[config.mk]
export PLATFORM = sky130hd
export DESIGN_NAME = hazard_ctrl
export DESIGN_NICKNAME = d
export VERILOG_FILES = /design/src/rtl/hazard_ctrl_pkg.sv /design/src/rtl/hazard_ctrl_reg_match.sv /design/src/rtl/hazard_ctrl.sv
export SDC_FILE = /design/constraint.sdc
export NUM_CORES = 1
export LEC_CHECK = 0
export CORE_UTILIZATION = 30
export CTS_BUF_LIST = sky130_fd_sc_hd__clkbuf_2
export CTS_CLUSTER_DIAMETER = 100
export DETAILED_ROUTE_END_ITERATION = 10
export MAX_ROUTING_LAYER = met4
export SKIP_LAST_GASP = 1
export SLEW_MARGIN = 25
export SYNTH_ARGS = -nofsm -noshare
export SYNTH_HDL_FRONTEND = slang
export SYNTH_SLANG_ARGS = --single-unit
[constraint.sdc]
create_clock -name clk -period 2.9 [get_ports clk]
set_clock_uncertainty 0.05 [all_clocks]
set_input_delay 0.58 -clock clk [delete_from_list [all_inputs] [get_ports clk]]
set_output_delay 0.58 -clock clk [all_outputs]
set_load 0.1 [all_outputs]
[src/rtl/hazard_ctrl_pkg.sv]
// Shared definitions for the execute-stage hazard controller: register index
// width and the stall/forward sequencer state encoding.
package hazard_ctrl_pkg;

    localparam int REG_W = 3;

    typedef enum logic [1:0] {
        RUN     = 2'b00,
        STALL_A = 2'b01,
        FWD     = 2'b10,
        STALL_B = 2'b11
    } hz_state_t;

endpackage

[src/rtl/hazard_ctrl_reg_match.sv]
// Qualified load-use compare: a source operand that is actually read matches
// the destination of a register-writing load in EX.
module reg_match
    import hazard_ctrl_pkg::*;
(
    input  logic             use_src,
    input  logic             ex_memread,
    input  logic             ex_regwrite,
    input  logic [REG_W-1:0] src,
    input  logic [REG_W-1:0] dst,
    output logic             match
);

    assign match = use_src & ex_memread & ex_regwrite & (src == dst);

endmodule

[src/rtl/hazard_ctrl.sv]
// Load-use stall sequencer with operand-A forward and branch squash for the
// IF/ID and ID/EX pipeline registers.
module hazard_ctrl
    import hazard_ctrl_pkg::*;
#(
    parameter int CNT_W = 16
) (
    input  logic             clk,
    input  logic             rst,
    input  logic [REG_W-1:0] id_rs,
    input  logic [REG_W-1:0] id_rt,
    input  logic             id_uses_rs,
    input  logic             id_uses_rt,
    input  logic [REG_W-1:0] ex_rd,
    input  logic             ex_regwrite,
    input  logic             ex_memread,
    input  logic             PCSrc_cntrl,
    output logic             pc_hold,
    output logic             ifid_hold,
    output logic             idex_bubble,
    output logic             ifid_flush,
    output logic             Load_warning,
    output logic [CNT_W-1:0] stall_count
);

    hz_state_t        state_q;
    hz_state_t        state_d;
    logic             hz_a;
    logic             hz_b;
    logic             stall;
    logic             flush;
    logic             load_warning_q;
    logic [CNT_W-1:0] stall_count_q;

    reg_match u_match_rs (
        .use_src     (id_uses_rs),
        .ex_memread  (ex_memread),
        .ex_regwrite (ex_regwrite),
        .src         (id_rs),
        .dst         (ex_rd),
        .match       (hz_a)
    );

    reg_match u_match_rt (
        .use_src     (id_uses_rt),
        .ex_memread  (ex_memread),
        .ex_regwrite (ex_regwrite),
        .src         (id_rt),
        .dst         (ex_rd),
        .match       (hz_b)
    );

    // FWD behaves like RUN for detection so back-to-back loads lose no cycle.
    always_comb begin
        state_d = state_q;
        stall   = 1'b0;
        flush   = 1'b0;
        case (state_q)
            RUN, FWD: begin
                state_d = RUN;
                if (PCSrc_cntrl) begin
                    flush = 1'b1;
                end else if (hz_b) begin
                    stall   = 1'b1;
                    state_d = STALL_B;
                end else if (hz_a) begin
                    stall   = 1'b1;
                    state_d = STALL_A;
                end
            end
            STALL_A: begin
                if (PCSrc_cntrl) begin
                    flush   = 1'b1;
                    state_d = RUN;
                end else begin
                    state_d = FWD;
                end
            end
            STALL_B: begin
                state_d = RUN;
                if (PCSrc_cntrl) begin
                    flush = 1'b1;
                end else begin
                    stall = 1'b1;
                end
            end
            default: state_d = RUN;
        endcase
        if (rst) begin
            stall = 1'b0;
            flush = 1'b0;
        end
    end

    assign pc_hold     = stall;
    assign ifid_hold   = stall;
    assign idex_bubble = stall | flush;
    assign ifid_flush  = flush;

    always_ff @(posedge clk) begin
        if (rst) begin
            state_q        <= RUN;
            load_warning_q <= 1'b0;
            stall_count_q  <= '0;
        end else begin
            state_q        <= state_d;
            load_warning_q <= (state_d == FWD);
            if (stall && (stall_count_q != {CNT_W{1'b1}})) begin
                stall_count_q <= stall_count_q + 1'b1;
            end
        end
    end

    assign Load_warning = load_warning_q;
    assign stall_count  = stall_count_q;

endmodule

==> flow_summary_export.csv, run 1 <==
group,metric,value,unit
timing,setup_repair_after_global_routing_missed_its_margin,"false",
timing,holdWs,0.397,ns
yosys,synth_largest_type_area_fraction,35.6,%
detailed_routing,routed_len_inst,13.0,um
worst_setup_path,crit_required,2.27,ns
clocking,clockBufferDepth,2,
run_status,outcome,"finished, final reports clean",
floorplanning,start_util,31.8,%
power_and_ir_drop,power_per_cell_area,291,nW/um^2
worst_setup_path,worst-setup-path-type,"primary input to primary output",
detailed_routing,postRouteWirelength,2.79,mm
clocking,cts.hold.buffers_added,0,
yosys,synth.yosys.seq_area_share,35.6,%
timing,worstMarginPinSlew,0.617,ns
worst_setup_path,critPathCaptureType,"primary output",
finish,final_net_count,187,
floorplanning,die_h,61.7,um
clocking,worst_skew_pair.late_latency,0.31,ns
worst_setup_path,worst_ep_arrival_time,2.22,ns
clocking,cts_tree,"yes",
timing,final-hold-violation-count,0,
flow_run,max_cap_violations,0,
clocking,cts.sink_count,19,
global_routing,grt_start_max_net_pins,20,
detailed_routing,final_antenna_net_count,0,
global_routing,antenna_found_initial,0,
clocking,clock_root_buffer,"clkbuf_2",
detailed_routing,remaining_design_rule_violation_count,0,
yosys,postSynth.topFlopCell,"dfxtp_1",
detailed_routing,routed-via-count,1123,
yosys,mapped_area,1070,sq um
power_and_ir_drop,leakage,0.594,nW
global_routing,grt_use_total,16.5,%
global_routing,first_pass_grt_wire_length,4.53,mm
power_and_ir_drop,p_total,0.454,mW
yosys,synth_top_area_cell,"dfxtp_1",
clocking,tritoncts.num_buffers,3,
timing,relSlewSlack,58.5,%
min_path,hold_path.class,"register to register",
yosys,ys_top_cells_by_area,"dfxtp_1 36%, xor2_1 4.9%, a21oi_1 4.2%, o31ai_1 4.2%, or4_1 4.2%",
placement,pre_cts_slack,-0.143,ns
timing,report.final.setup_viol,0,
placement,gpl.final_weighted_congestion,0.828,
timing,fraction_of_the_cycle_the_final_worst_path_needs,98.2,%
timing,max_freq,0.351,GHz
finish,antenna_cells_inserted,0,
clocking,clk_pin_slew,0.19,ns
detailed_routing,detail_route.vias_per_cell,5.22,
clocking,cts_max_level,1,
yosys,synth-edff-count,0,
finish,drive_above_1_share,28.4,%
floorplanning,floorplan.core_area,3360,sq um
yosys,synthesized_netlist_net_count,142,
worst_setup_path,worstSetupStartpointType,"primary input",
floorplanning,top_level_ports,37,
timing,pnr_worst_setup_slack,0.0515,ns
worst_setup_path,crit_fanout,3,
detailed_routing,drt_iter0_drc,56,
floorplanning,fp.dieArea,3800,sq um
finish,layout-area-overhead-vs-synth,46.3,%
global_routing,first_global_vias,1066,
placement,detailed_place_hpwl,2.12,mm
yosys,ys_seq_elements,19,
yosys,postSynthAreaPerCell,8.55,sq um
finish,utilization,46.5,%
yosys,synth.distinct_cells,35,
placement,placement.io_buffers,36,
yosys,post_synth_inst_count,125,
timing,finalMaxSlewViolations,0,
global_routing,grt_overflow,0,
yosys,synthArstFlopShare,0,%
power_and_ir_drop,power.ir.vdd_worst,0.000116,V
floorplanning,die_width,61.7,um
yosys,ys_warn_count,0,
detailed_routing,number_of_iterations_in_the_first_detailed_routing_pass,4,
floorplanning,std_cell_rows,21,
timing,fin_crit,2.85,ns
[per-layer routing]
metal | GRT usage, % | up-vias | wire length, um
li1 | - | 563 | -
met1 | 19.5 | 523 | 1240
met2 | 29.6 | 37 | 1410
met3 | 2.10 | 0 | 133
met4 | 3.81 | 0 | 0
met5 | - | - | 0
[report_power, final]
part	leakage, nW	internal, mW	switching (mW)
Clock	0.0164	0.0313	0.0869
Combinational	0.424	0.0342	0.0393
Sequential	0.153	0.262	0.000365
[worst max-delay path: stages]
cell             delay, ns
clkdlybuf4s50_1       0.41
xor2_1                0.16
or4_4                 0.43
a31o_4                0.26
clkinvlp_4            0.09
or2_4                 0.13
buf_12                0.16
[sequential cells by signal, summed over array words and instances, names as in the netlist]
signal,cells
stall_count,16
Load_warning,1
state_q,2
[cell type report]
type / count / area [sq um]
inverter: 5 / 22.5
clock buffer: 3 / 15.0
sequential: 19 / 380
fill: 369 / 1800
timing repair buffer: 46 / 430
multi-input combinational: 95 / 652
tap: 46 / 57.6
clock inverter: 1 / 5.00
[path summary, 6_finish.rpt]
path / start / end / slack (ns) / cells after the start
max: id_rs[2] / idex_bubble / 0.05 / 7
min: state_q[1] / Load_warning / 0.40 / 1
max reg2reg: stall_count[0] / stall_count[11] / 0.55 / 7
min reg2reg: state_q[1] / Load_warning / 0.40 / 1
[what timing repair did]
| action | 4_1_cts | 5_1_grt |
|---|---|---|
| resized for setup | 11 | 5 |
| setup endpoints to repair | 3 | 1 |
| pin swaps | 5 | 2 |
| gates cloned | 0 | 0 |
| buffers inserted | 3 | 0 |
[through the flow]
stage / instances / TNS [ns] / instance area [sq um]
5_1_grt: 215 / 0 / 1560
3_5_place_dp: 208 / -0.959 / 1520
4_1_cts: 215 / 0 / 1550
3_3_place_gp: 208 / -0.645 / 1520
2_1_floorplan: 125 / -0.216 / 1080
6_report: 215 / 0 / 1560
[Yosys cell counts (2+ instances only)]
library cell / count
a21oi_1: 9
clkbuf_1: 2
dfxtp_1: 19
inv_1: 5
mux2_2: 3
mux2i_1: 3
nand2_1: 9
nand3_1: 6
nand4_1: 6
nor2_1: 7
nor2b_1: 4
nor3_1: 2
nor4_1: 4
nor4b_1: 2
o21ai_0: 3
o311ai_0: 2
o31ai_1: 6
o41ai_1: 2
or2_2: 2
or3_1: 3
or4_1: 6
or4_4: 2
xor2_1: 6
[cell families after synthesis]
logic type                 share of synthesized area [%]
AOI/OAI and AO/OA                                   15.6
xor gates and xnor gates                            4.92
adders and majority gates                           1.17
buffers and inverters                               5.03
DFF                                                 35.6
muxes                                               5.97
and+or+nand+nor                                     31.7
[cells in the final DEF, fill, tap and decap left out, types with 5 or more instances in the layout]
master,count
nand3_1,5
a21oi_1,9
nand4_1,6
buf_4,26
nand2_1,9
or4_1,6
o31ai_1,6
nor2_1,7
dlygate4sd2_1,10
dfxtp_1,19
xor2_1,5
buf_12,5
(Power assumes the default switching activity.)
==> run 2: changes to the inputs <==
--- a/config.mk
+++ b/config.mk
@@ -14,4 +14,5 @@
 export SLEW_MARGIN = 25
 export SYNTH_ARGS = -nofsm -noshare
 export SYNTH_HDL_FRONTEND = slang
+export SYNTH_HIERARCHICAL = 1
 export SYNTH_SLANG_ARGS = --single-unit
==> run 2 against run 1 <==
First-iteration DRC count shrank 48%. Via count is 11% lower. Routed wire length fell by 6.5%. Global-route usage down 0.68 points. Non-clock buffer count is 9 higher. Power grew 1.7%. Largest cell class unchanged. Critical path type unchanged. Synthesized area shrank 2.0%.
==> flow_summary_export.csv, run 2 <==
group,metric,value,unit
clocking,clockBufferDepth,2,
yosys,area_share_of_fa_ha_maj_cells_after_synthesis,1.19,%
timing,report.final.setup_viol,0,
yosys,post_synth_inst_count,111,
floorplanning,die_width,61.1,um
global_routing,grt_start_max_net_pins,19,
floorplanning,floorplan.core_area,3340,sq um
detailed_routing,routed-via-count,1003,
finish,largest_register_ffs,16,
yosys,postSynthAreaPerCell,9.43,sq um
timing,fraction_of_the_cycle_the_final_worst_path_needs,98.0,%
yosys,ys_warn_count,6,
flow_run,max_cap_violations,0,
power_and_ir_drop,power.ir.vdd_worst,0.000128,V
power_and_ir_drop,leakage,0.700,nW
yosys,synth-compound-area-share,10.0,%
global_routing,grt_overflow,0,
global_routing,first_global_vias,928,
clocking,worst_skew_pair.late_latency,0.30,ns
floorplanning,die_h,61.1,um
finish,antenna_cells_inserted,0,
floorplanning,fp.dieArea,3730,sq um
clocking,tritoncts.num_buffers,3,
detailed_routing,remaining_design_rule_violation_count,0,
yosys,postSynth.topFlopCell,"dfxtp_1",
timing,setup_repair_after_global_routing_missed_its_margin,"false",
worst_setup_path,crit_fanout,2,
yosys,synthXorXnorAreaFrac,13.4,%
yosys,ys_seq_elements,19,
timing,holdWs,0.383,ns
worst_setup_path,critPathCaptureType,"primary output",
global_routing,first_pass_grt_wire_length,4.15,mm
yosys,synth.distinct_cells,38,
finish,layout-area-overhead-vs-synth,59.1,%
power_and_ir_drop,power_per_cell_area,277,nW/um^2
timing,final-hold-violation-count,0,
placement,gpl.final_weighted_congestion,0.762,
clocking,cts.hold.buffers_added,0,
placement,placement.io_buffers,36,
min_path,hold_path.class,"register to register",
yosys,synth_simple_gate_area_share,31.3,%
clocking,clk_pin_slew,0.18,ns
global_routing,antenna_found_initial,0,
yosys,synthMuxAreaShare,2.99,%
worst_setup_path,worstSetupStartpointType,"primary input",
finish,drive_above_1_share,40.0,%
clocking,cts.sink_count,19,
detailed_routing,detail_route.vias_per_cell,4.75,
yosys,synth_top_family_by_area,"simple AND/OR/NAND/NOR gates",
clocking,cts_tree,"yes",
detailed_routing,postRouteWirelength,2.61,mm
yosys,mapped_area,1050,sq um
finish,layout.cells.most_common,"buf_4",
clocking,cts_max_level,1,
placement,detailed_place_hpwl,1.79,mm
worst_setup_path,worst-setup-path-type,"primary input to primary output",
yosys,synth_commonest_cells,"19 x dfxtp_1, 15 x nor2_1, 13 x xor2_1, 5 x nand3_1, 5 x o211ai_1",
worst_setup_path,crit_required,2.27,ns
finish,final_net_count,183,
finish,layout_common_cells,"35 x buf_4, 19 x dfxtp_1, 15 x nor2_1",
timing,max_freq,0.352,GHz
detailed_routing,routed_len_inst,12.4,um
placement,pre_cts_slack,-0.126,ns
yosys,synthArstFlopShare,0,%
yosys,synth.yosys.seq_area_share,36.3,%
timing,fin_crit,2.84,ns
detailed_routing,final_antenna_net_count,0,
yosys,synth-edff-count,0,
yosys,synth_most_common_cell,"dfxtp_1",
floorplanning,top_level_ports,37,
global_routing,grt_use_total,15.8,%
run_status,outcome,"finished, final reports clean",
yosys,synth_top_area_cell,"dfxtp_1",
clocking,clock_root_buffer,"clkbuf_2",
yosys,synthesized_netlist_net_count,128,
worst_setup_path,worst_ep_arrival_time,2.21,ns
worst_setup_path,cp_cell_sequence,"dlygate4sd2_1 > xor2_2 > nor4_4 > nor3_2 > or3_4 > clkinvlp_4 > or2_4 > buf_12",
floorplanning,std_cell_rows,21,
power_and_ir_drop,p_total,0.462,mW
worst_setup_path,worst_path_max_delay_cell,"or3_4",
yosys,ys_top_cells_by_area,"dfxtp_1 36%, xor2_1 11%, nor2_1 5.4%, o211ai_1 3.6%, and4_1 2.5%",
timing,finalMaxSlewViolations,0,
timing,pnr_worst_setup_slack,0.0593,ns
floorplanning,start_util,31.4,%
detailed_routing,number_of_iterations_in_the_first_detailed_routing_pass,4,
worst_setup_path,highest_cell_delay_on_the_worst_timing_path,0.35,ns
timing,setup_tns,0,ns
detailed_routing,drt_iter0_drc,29,
timing,relSlewSlack,66.1,%
timing,worstMarginPinSlew,0.508,ns
yosys,synth_largest_type_area_fraction,36.3,%
run 2: cell types whose count changed in the layout (fill, tap and decap cells not counted), moves of 6 or more:
cell,delta
nor2_1,+8
nand2_1,-8
or4_1,-6
a21oi_1,-7
buf_4,+9
run 2: power by group:
group	internal, mW	switching [mW]	total [mW]
clock network	0.0365	0.0803	0.117
logic	0.0366	0.0459	0.0825
registers	0.262	0.000482	0.262
run 2: cell type report:
type	instances	area (sq um)
fill	340	1670
multi-input combinational	84	697
timing repair buffer	55	497
sequential	19	380
tap	46	57.6
clock buffer	4	20.0
inverter	3	15.0
run 2: kinds of logic after synthesis:
family                     count (synthesis)
xor gates and xnor gates                  16
buffers and inverters                      8
muxes                                      3
DFF                                       19
AOI/OAI and AO/OA                         15
adders and majority gates                  1
and+or+nand+nor                           49
run 2: path summary, 6_finish.rpt:
kind / endpoint / from / slack [ns] / cells after the start
worst min-delay path: Load_warning / state_q[1] / 0.38 / 1
worst max-delay path: idex_bubble / ex_rd[2] / 0.06 / 8
worst max register to register: stall_count[15] / stall_count[11] / 0.81 / 5
worst min register to register: Load_warning / state_q[1] / 0.38 / 1
run 2: layer usage:
layer  vias to the layer above  GRT usage [%]  part of all wire, %  routed length [um]
met2                        36           27.0                   51                1340
met4                         0           7.79                  2.3                  59
li1                        501              -                    -                   -
met5                         -              -                    0                   0
met1                       460           18.0                   42                1090
met3                         6           2.52                  4.3                 113
run 2: what timing repair did:
item / CTS / global route
gates resized for setup: 20 / 7
pin swaps: 5 / 4
buffers inserted: 9 / 1
setup endpoints to repair: 3 / 3
run 2: per-stage QoR:
step	utilization (%)	std cells	cell area (sq um)
final	49.9	211	1670
after global routing	49.9	211	1670
after CTS	49.6	210	1650
after detailed placement	45.4	197	1520
after global placement	45.4	197	1520
after floorplan	-	111	1060
run 2: worst max-delay path, delay by kind of cell:
| family | cells | cell delay [ns] |
|---|---|---|
| XOR/XNOR | 1 | 0.21 |
| AND/OR/NAND/NOR | 4 | 0.86 |
| buffers and inverters | 3 | 0.55 |
==> run 3: changes to the inputs <==
==> constraint.sdc (replaced) <==
create_clock -name clk -period 2.8 [get_ports clk]
set_clock_uncertainty 0.05 [all_clocks]
set_input_delay 0.56 -clock clk [delete_from_list [all_inputs] [get_ports clk]]
set_output_delay 0.56 -clock clk [all_outputs]
set_load 0.1 [all_outputs]
==> run 3 against run 2 <==
Via count is 3.0% higher. Utilization is 0.49 points lower. Final area is 0.98% lower. Count of clock-buffer cells in the layout stayed put. Power is 4.4% higher. Setup slack better by 0.0079 ns. Critical path type unchanged. Largest power group unchanged.
==> flow_summary_export.csv, run 3 (synthesis results as in run 2) <==
group,metric,value,unit
timing,setup_tns,0,ns
global_routing,first_global_vias,927,
clocking,tritoncts.num_buffers,3,
global_routing,grt_overflow,0,
detailed_routing,routed-via-count,1033,
placement,placement.io_buffers,36,
worst_setup_path,worst_path_max_delay_cell,"or3_4",
clocking,clk_pin_slew,0.19,ns
global_routing,globalRoute.busiestLayer,"met2",
global_routing,grt_use_total,15.9,%
floorplanning,die_width,61.1,um
detailed_routing,postRouteWirelength,2.63,mm
clocking,cts_max_level,1,
detailed_routing,final_antenna_net_count,0,
detailed_routing,remaining_design_rule_violation_count,0,
power_and_ir_drop,power.ir.vdd_worst,0.000115,V
finish,layout.cells.most_common,"buf_4",
finish,final_net_count,181,
detailed_routing,number_of_iterations_in_the_first_detailed_routing_pass,4,
timing,fraction_of_the_cycle_the_final_worst_path_needs,97.6,%
timing,fin_crit,2.73,ns
clocking,clock_root_buffer,"clkbuf_2",
timing,worstMarginPinSlew,0.486,ns
power_and_ir_drop,power_frac_clock,25.9,%
worst_setup_path,crit_required,2.19,ns
finish,layout-area-overhead-vs-synth,57.6,%
floorplanning,top_level_ports,37,
placement,pre_cts_slack,-0.174,ns
detailed_routing,drt_iter0_drc,20,
worst_setup_path,critPathCaptureType,"primary output",
power_and_ir_drop,comb_power_share,17.7,%
flow_run,max_cap_violations,0,
placement,placed_cell_area,1520,sq um
finish,layout_common_cells,"33 x buf_4, 19 x dfxtp_1, 15 x nor2_1",
worst_setup_path,crit_fanout,2,
timing,finalMaxSlewViolations,0,
detailed_routing,routed_len_inst,12.6,um
power_and_ir_drop,switchingPower,0.136,mW
global_routing,grt_use_met2,26.6,%
global_routing,gr-usage-met3,2.10,%
clocking,clockBufferDepth,2,
finish,stdcell_area,1650,sq um
worst_setup_path,critical_path.top_delay_family,"simple AND/OR/NAND/NOR gates",
timing,pnr_worst_setup_slack,0.0673,ns
finish,antenna_cells_inserted,0,
min_path,worst_hold_startpoint,"state_q[1]",
worst_setup_path,worstPathBufferInverterCount,3,
timing,relSlewSlack,67.5,%
clocking,cts.sink_count,19,
timing,final-hold-violation-count,0,
power_and_ir_drop,power_per_cell_area,292,nW/um^2
run_status,outcome,"finished, final reports clean",
placement,detailed_place_hpwl,1.79,mm
placement,gpl.final_weighted_congestion,0.792,
timing,setup_repair_after_global_routing_missed_its_margin,"false",
worst_setup_path,highest_cell_delay_on_the_worst_timing_path,0.35,ns
timing,report.final.setup_viol,0,
worst_setup_path,cp_cell_sequence,"clkdlybuf4s15_2 > xor2_2 > nor4_4 > nor3_2 > or3_4 > clkinvlp_4 > or2_4 > buf_12",
timing,max_freq,0.366,GHz
worst_setup_path,worst_setup_path_startpoint,"ex_rd[0]",
clocking,worst_skew_pair.late_latency,0.32,ns
finish,utilization,49.5,%
timing,holdWs,0.376,ns
power_and_ir_drop,power_report.internal_total,0.346,mW
worst_setup_path,worstSetupStartpointType,"primary input",
min_path,hold_path.class,"register to register",
floorplanning,std_cell_rows,21,
worst_setup_path,worst_ep_arrival_time,2.12,ns
finish,drive_above_1_share,39.3,%
clocking,cts_tree,"yes",
power_and_ir_drop,switching_share,28.3,%
floorplanning,floorplan.core_area,3340,sq um
power_and_ir_drop,p_seq_share,56.4,%
global_routing,antenna_found_initial,0,
floorplanning,start_util,31.4,%
global_routing,grt_start_max_net_pins,19,
power_and_ir_drop,leakage,0.673,nW
floorplanning,fp.dieArea,3730,sq um
finish,largest_register_ffs,16,
floorplanning,die_h,61.1,um
global_routing,first_pass_grt_wire_length,4.11,mm
global_routing,globalRouteMet1Util,18.0,%
worst_setup_path,worst-setup-path-type,"primary input to primary output",
detailed_routing,detail_route.vias_per_cell,4.94,
worst_setup_path,worstReg2RegStart,"stall_count[11]",
==> run 3: power groups by stage <==
stage,Combinational (mW),Clock [mW],Sequential [mW]
after floorplan,0.0371,0,0.279
after global placement,0.0751,0,0.277
after detailed placement,0.0763,0,0.277
after CTS,0.0825,0.130,0.272
after global routing,0.0886,0.141,0.272
final,0.0851,0.125,0.272
==> run 3: final cells by class <==
class | count | area [sq um]
clock buffers | 4 | 20.0
well taps | 46 | 57.6
repair buffers | 53 | 480
multi-input cells | 84 | 697
inverters | 3 | 15.0
flip-flops and latches | 19 | 380
fillers | 338 | 1690
==> run 3: timing repair <==
| action | 4_1_cts | 5_1_grt |
|---|---|---|
| endpoints found under the setup margin | 3 | 3 |
| pin swaps | 5 | 4 |
| resized for setup | 25 | 2 |
| hold buffers | 0 | 0 |
| buffers inserted | 4 | 3 |
==> run 3: stage by stage <==
step                      total power, mW  instances
after floorplan                     0.316        111
after global placement              0.352        198
after detailed placement            0.354        198
after CTS                           0.485        206
after global routing                0.501        209
final                               0.482        209
==> run 3: metal layers <==
layer | part of all wire [%] | routed length, um | vias to the layer above
li1 | - | - | 498
met1 | 42 | 1090 | 486
met2 | 51 | 1330 | 41
met3 | 4.6 | 122 | 8
met4 | 3.0 | 78 | 0
met5 | 0 | 0 | -
==> run 3: worst paths after layout <==
kind / slack (ns) / depth (start not counted) / endpoint
worst min-delay path: 0.38 / 1 / Load_warning
worst max-delay path: 0.07 / 8 / idex_bubble
worst min register to register: 0.38 / 1 / Load_warning
worst max register to register: 0.78 / 5 / stall_count[15]
==> run 3: worst reg2reg max path, cell delays in order (launching register included) <==
cell and delay [ns]:
dfxtp_1 0.43, and4_1 0.29, nand4_1 0.43, o211ai_1 0.40, nor2_1 0.08, mux2_2 0.27
